===== src/rtl/dvi_timing_gen.sv =====
// Video timing generator and pixel pacer: raster counters, SEEK/LOCKED frame
// alignment against a valid/ready RGB stream, registered DVI-side outputs.
module dvi_timing_gen #(
    parameter int H_ACTIVE = 640,
    parameter int H_FP     = 16,
    parameter int H_SYNC   = 96,
    parameter int H_BP     = 48,
    parameter int V_ACTIVE = 480,
    parameter int V_FP     = 10,
    parameter int V_SYNC   = 2,
    parameter int V_BP     = 33,
    parameter bit HS_POL   = 1'b0,
    parameter bit VS_POL   = 1'b0
) (
    input  logic        pixel_clk,
    input  logic        gpuclk_rst_b,
    input  logic        enable,
    input  logic        in_valid,
    output logic        in_ready,
    input  logic [23:0] in_data,
    input  logic        in_sof,
    output logic        hsync,
    output logic        vsync,
    output logic        blank_b,
    output logic [7:0]  pixel_r,
    output logic [7:0]  pixel_g,
    output logic [7:0]  pixel_b,
    output logic        frame_start,
    output logic        underflow,
    output logic        misalign
);
    localparam int H_TOTAL = H_ACTIVE + H_FP + H_SYNC + H_BP;
    localparam int V_TOTAL = V_ACTIVE + V_FP + V_SYNC + V_BP;
    localparam int HW = $clog2(H_TOTAL + 1);
    localparam int VW = $clog2(V_TOTAL + 1);

    localparam logic [HW-1:0] H_ACT_C  = HW'(H_ACTIVE);
    localparam logic [HW-1:0] H_SYNC_S = HW'(H_ACTIVE + H_FP);
    localparam logic [HW-1:0] H_SYNC_E = HW'(H_ACTIVE + H_FP + H_SYNC);
    localparam logic [HW-1:0] H_LAST   = HW'(H_TOTAL - 1);
    localparam logic [VW-1:0] V_ACT_C  = VW'(V_ACTIVE);
    localparam logic [VW-1:0] V_SYNC_S = VW'(V_ACTIVE + V_FP);
    localparam logic [VW-1:0] V_SYNC_E = VW'(V_ACTIVE + V_FP + V_SYNC);
    localparam logic [VW-1:0] V_LAST   = VW'(V_TOTAL - 1);

    typedef enum logic {SEEK, LOCKED} state_t;

    state_t          state_reg, state_next;
    logic [HW-1:0]   hcnt_reg, hcnt_next;
    logic [VW-1:0]   vcnt_reg, vcnt_next;
    logic            hsync_reg, vsync_reg, blank_b_reg, frame_start_reg;
    logic            underflow_reg, misalign_reg;
    logic [23:0]     pixel_reg;

    logic act, at_origin, hs_on, vs_on, sof_early;
    logic accept_pix, uf_set, mis_set;

    assign act       = (hcnt_reg < H_ACT_C) && (vcnt_reg < V_ACT_C);
    assign at_origin = (hcnt_reg == '0) && (vcnt_reg == '0);
    assign hs_on     = (hcnt_reg >= H_SYNC_S) && (hcnt_reg < H_SYNC_E);
    assign vs_on     = (vcnt_reg >= V_SYNC_S) && (vcnt_reg < V_SYNC_E);
    // An SOF anywhere but the origin is refused so it stays queued for the next frame.
    assign sof_early = in_valid && in_sof && !at_origin;

    always_comb begin
        hcnt_next = hcnt_reg;
        vcnt_next = vcnt_reg;
        if (!enable) begin
            hcnt_next = '0;
            vcnt_next = '0;
        end else if (hcnt_reg == H_LAST) begin
            hcnt_next = '0;
            vcnt_next = (vcnt_reg == V_LAST) ? '0 : vcnt_reg + 1'b1;
        end else begin
            hcnt_next = hcnt_reg + 1'b1;
        end
    end

    always_comb begin
        state_next = state_reg;
        in_ready   = 1'b0;
        accept_pix = 1'b0;
        uf_set     = 1'b0;
        mis_set    = 1'b0;
        if (!enable) begin
            state_next = SEEK;
        end else begin
            case (state_reg)
                SEEK: begin
                    in_ready = in_valid && (!in_sof || at_origin);
                    if (in_valid && in_sof && at_origin) begin
                        state_next = LOCKED;
                        accept_pix = 1'b1;
                    end
                end
                LOCKED: begin
                    if (act) begin
                        in_ready = !sof_early;
                        if (!in_valid) begin
                            uf_set     = 1'b1;
                            state_next = SEEK;
                        end else if (sof_early) begin
                            mis_set    = 1'b1;
                            state_next = SEEK;
                        end else begin
                            accept_pix = 1'b1;
                        end
                    end
                end
                default: state_next = SEEK;
            endcase
        end
    end

    always_ff @(posedge pixel_clk or negedge gpuclk_rst_b) begin
        if (!gpuclk_rst_b) begin
            state_reg       <= SEEK;
            hcnt_reg        <= '0;
            vcnt_reg        <= '0;
            hsync_reg       <= ~HS_POL;
            vsync_reg       <= ~VS_POL;
            blank_b_reg     <= 1'b0;
            pixel_reg       <= '0;
            frame_start_reg <= 1'b0;
            underflow_reg   <= 1'b0;
            misalign_reg    <= 1'b0;
        end else begin
            state_reg     <= state_next;
            hcnt_reg      <= hcnt_next;
            vcnt_reg      <= vcnt_next;
            underflow_reg <= underflow_reg | uf_set;
            misalign_reg  <= misalign_reg | mis_set;
            if (enable) begin
                hsync_reg       <= hs_on ? HS_POL : ~HS_POL;
                vsync_reg       <= vs_on ? VS_POL : ~VS_POL;
                blank_b_reg     <= act;
                pixel_reg       <= accept_pix ? in_data : '0;
                frame_start_reg <= at_origin;
            end else begin
                hsync_reg       <= ~HS_POL;
                vsync_reg       <= ~VS_POL;
                blank_b_reg     <= 1'b0;
                pixel_reg       <= '0;
                frame_start_reg <= 1'b0;
            end
        end
    end

    // Channel order in the word is {R, G, B}, so channel 0 is blue.
    logic [7:0] chan [3];
    genvar gi;
    generate
        for (gi = 0; gi < 3; gi++) begin : g_chan
            assign chan[gi] = pixel_reg[gi*8 +: 8];
        end
    endgenerate

    assign pixel_b     = chan[0];
    assign pixel_g     = chan[1];
    assign pixel_r     = chan[2];
    assign hsync       = hsync_reg;
    assign vsync       = vsync_reg;
    assign blank_b     = blank_b_reg;
    assign frame_start = frame_start_reg;
    assign underflow   = underflow_reg;
    assign misalign    = misalign_reg;
endmodule


===== config.mk =====
export PLATFORM = sky130hd
export DESIGN_NAME = dvi_timing_gen
export DESIGN_NICKNAME = d
export VERILOG_FILES = /design/src/rtl/dvi_timing_gen.sv
export SDC_FILE = /design/constraint.sdc
export NUM_CORES = 1
export LEC_CHECK = 0
export CORE_MARGIN = 2
export CORE_UTILIZATION = 30
export DETAILED_ROUTE_END_ITERATION = 6
export GPL_TIMING_DRIVEN = 0
export MAX_ROUTING_LAYER = met4
export PLACE_DENSITY = 0.59
export SYNTH_ARGS = -nofsm -noshare
export SYNTH_HDL_FRONTEND = slang
export SYNTH_SLANG_ARGS = --single-unit

===== constraint.sdc =====
create_clock -name pixel_clk -period 2.5 [get_ports pixel_clk]
set_clock_uncertainty 0.1 [all_clocks]
set_input_delay 0.5 -clock pixel_clk [delete_from_list [all_inputs] [get_ports pixel_clk]]
set_output_delay 0.5 -clock pixel_clk [all_outputs]
set_load 0.1 [all_outputs]

# Word-level counts from Yosys, hierarchy flattened
# Index checks and enable logic that the tools add are counted.
# Widths: inputs -> output; s select.
# totals
regBits	51
in_bits	29
output_inout_bits	31
# op_classes
n_addsub	2
order_cmp	6
eq_ne	3
mux	34
bitwise	3
reduce_logical	14
# ops
cell	n
$mux 10	5
$mux 24	2
$mux 1	24
$add 10x1->10 const B	2
$eq 10x10->1 const B	2
$logic_not 10->1	2
$lt 10x10->1 const B	2
$lt 10x9->1 const B	2
$ge 10x10->1 const B	1
$ge 10x9->1 const B	1
$logic_and 1x1->1	8
$pmux 1 s2	3
$logic_not 1->1	3
$ne 2x1->1 const B	1
$or 1x1->1	2
$logic_or 1x1->1	1
$not 1->1	1

# Depth between registers and ports, before layout
# logic_depth
depth_word	11
ltp_mapped	7
depth_no_buf	6

# Worst setup path before layout
# OpenSTA, ideal clock, no wires.
# synth_path
path_type	register -> output
start	reg vcnt_reg[5]
end	out in_ready
arrival_time_ps	3078
required_time_ps	1900
path_slack_ps	-1178
path_stages_with_launch	6
path_buffers	1
path_cell_list	dfrtp_1 or4_4 nor4_4 a21oi_2 buf_6 a21oi_1
# synth_via
elab_chain_len	8
word_cells_on_any_way	12
# synth_lines
item	line	text
start, declared	50	logic [VW-1:0] vcnt_reg, vcnt_next;
start signal, assigned	130	vcnt_reg <= vcnt_next;
branches (longest 6 deep; another with $lt 10x9->1)	n/a	
$pmux 1 s2 *	88	case (state_reg)
$mux 1 *	85	if (!enable) begin
end, declared	19	output logic in_ready,
# Every way passes the cells marked *.

# Worst setup path after layout
# layout_path
start	reg vcnt_reg[7]
end	out in_ready
# The elaborated chain is that of the path after synthesis.

==> summary.txt <==
Worst Setup SP: vcnt_reg[7]
FMAX: 0.374 GHz
worst-case clock buffer depth: 2
Synth top area share: 0.506
row count: 32
fraction of layout instances using a drive strength above 1: 0.210
clock slew seen by the registers of the worst setup and hold paths: 0.09 ns
Final Worst Setup Slack: -0.175 ns
Via density: 4.72
Fin. Hold Viols: 0
Starting Density: 0.312
EDFF count, synth: 0
P_sw: 0.551 mW
register area share after synthesis: 0.528
status: finished with violations
Multi-input gate area: 0.00107 sq mm
flop2flop setup slack: 0.19 ns
CP arrival: 2.07 ns
count of final setup violators: 1
CTS tree: done
switch share: 0.300
Synth Register Bits: 51
# port buffers: 59
predominant post-synthesis flop cell: dfrtp_1
Least-Margin Pin Slew: 0.999 ns
P_int: 1.29 mW
ant diodes: 0
pwr/cell area: 548 mW/mm^2
Final ANT Viol Nets: 0
synth top area cells: dfrtp_1 (51%), nor3b_2 (9.8%), dfstp_2 (2.2%), nor2_1 (2.2%), ha_1 (2.1%)
RSZ-0062 raised after global routing: true
Seq. cell area: 0.00128 sq mm
worst hold margin: 0.0836 ns
RR Endpoint: pixel_reg[7]
met2 routed WL: 2260 um
Net Count, Synth: 233
total chip power: 1.84 mW
worst setup path endpoint: in_ready
area leader, netlist: dfrtp_1
highest metal used: met4
vias: 1784
Chip Width: 93.8 um
Final Max Tran Viols: 0
max FFs per register: 24
htree depth: 2
Pleak: 1.46 nW
most frequent cells in the layout: clkdlybuf4s50_1 (55), dfrtp_1 (49), nor3b_2 (19), nor2_1 (14), buf_4 (10)
Worst VDD drop: 0.204 mV
Clk network pwr share: 0.306
vias in the first global route: 1721
reg2reg path depth: 7
DR pass1 iterations: 4
Die Span Y: 93.8 um
Layout Nets: 308
placed cell count: 362
first-pass GRT wire length: 8690 um
Comb pwr share: 0.224
initial antenna violation count: 0
Area Overhead vs Synth: 38.4%
metal3 WL: 366 um
GR Util All Layers: 0.128
Detail Placement HPWL: 3800 um
die area: 0.00881 sq mm
reg2reg start: vcnt_reg[7]
Post-Syn Instances: 200
failing checks: setup timing
Layout Cells excl Fill: 378
GPL Wtd Cong: 0.839
cts hold-fix bufs: 0
worst skew pair latency: 0.30 ns
sequential share of power: 0.470
Post-DP Area: 0.00317 sq mm
core area: 0.00777 sq mm
Period minus WS final: 2.67 ns
DR iter-0 viols: 47
final worst path period share: 1.07
final core occ: 0.431
Max transition margin: 0.332
total of max-cap violations: 0
Synth Cell Area: 0.00242 sq mm
most common cell after layout, fill and taps aside: clkdlybuf4s50_1
CP Launch Type: flip-flop
largest fanout on the critical path: 3
fill cell count: 777
DRC violations left: 0
Num CTS Buffers: 5
DR WL/cell: 14.0 um
root buffer cell: clkbuf_8
synth unique cells: 48
I/O pins: 60
asr flop ratio synth: 1.00
Hold Path Class: primary input to async pin
TritonCTS Sinks: 51
Design Area, Final: 0.00335 sq mm
GRT overflow: 0
Worst Setup End Kind: output port
DRT met1 WL: 2580 um
Post-Syn Area per Cell: 12.1 sq um
largest net degree at the start of global routing: 28
WS Path Type: flip-flop to output port
Worst Path Required: 1.90 ns
Ys Warns: 0
drt total wl: 5290 um
[through the flow]
stage	worst slack (ns)	setup TNS (ns)
after floorplan	-0.248	-0.248
after global placement	-1.16	-36.68
after detailed placement	-1.17	-1.17
after CTS	-0.194	-0.194
after global routing	-0.258	-0.258
final	-0.175	-0.175
[cell families (layout without fill, tap and decap cells)]
| family | after synthesis | count (layout) | share of synthesized area |
|---|---|---|---|
| DFF | 51 | 51 | 0.528 |
| xor gates and xnor gates | 8 | 8 | 0.0289 |
| buffers and inverters | 19 | 95 | 0.0398 |
| AOI/OAI and AO/OA | 30 | 30 | 0.0956 |
| adders and majority gates | 4 | 4 | 0.0207 |
| muxes | 1 | 1 | 0.00413 |
| and+or+nand+nor | 87 | 87 | 0.283 |
[worst min path at each step]
| stage | slack (ns) | to | cells past startpoint | from |
|---|---|---|---|---|
| floorplan | 0.10 | blank_b | 0 | gpuclk_rst_b |
| global placement | 0.35 | misalign | 1 | misalign |
| detailed placement | 0.36 | underflow | 1 | underflow |
| CTS | 0.09 | pixel_reg[16] | 1 | gpuclk_rst_b |
| global route | 0.11 | pixel_reg[20] | 1 | gpuclk_rst_b |
| finish | 0.08 | pixel_reg[18] | 1 | gpuclk_rst_b |
[metal layers]
layer / up-vias / GRT usage
met5: - / -
met4: 0 / 0.0374
met3: 10 / 0.0305
met2: 68 / 0.194
met1: 836 / 0.173
li1: 870 / -
[Yosys cell counts (all sizes together) (4+ instances only)]
cell   instances
dfrtp         49
nor3b         24
nor2          14
buf            8
inv            8
and3           7
nand3          7
o21ai          6
o31ai          6
and4           5
nor2b          5
ha             4
nand4          4
xnor2          4
xor2           4
[critical path, cell delays in order, from the launching register on]
cell and delay, ns:
dfrtp_1 0.39, or4_4 0.57, nor4_4 0.36, a21oi_4 0.12
a21oi_4 0.15, buf_12 0.19
[cell type report]
cell class | count | share of cell area
inverters | 8 | 0.00896
plain buffers | 10 | 0.0164
flip-flops and latches | 51 | 0.382
clock inverters | 2 | 0.0112
repair buffers | 69 | 0.203
multi-input cells | 130 | 0.319
clock buffers | 6 | 0.0217
well taps | 102 | 0.0381
[repair_timing]
item,4_1_cts,5_1_grt
pin swaps,4,1
buffers inserted,8,1
endpoints found under the setup margin,3,1
resized for setup,14,0
[power groups by stage]
stage                     Clock (mW)  Sequential, mW  Combinational, mW
after floorplan                    0            1.04              0.101
after global placement             0           0.880              0.397
after detailed placement           0           0.881              0.399
after CTS                      0.593           0.863              0.415
after global routing           0.625           0.866              0.434
final                          0.562           0.863              0.411
No activity file was read; power rests on OpenSTA's default activity.
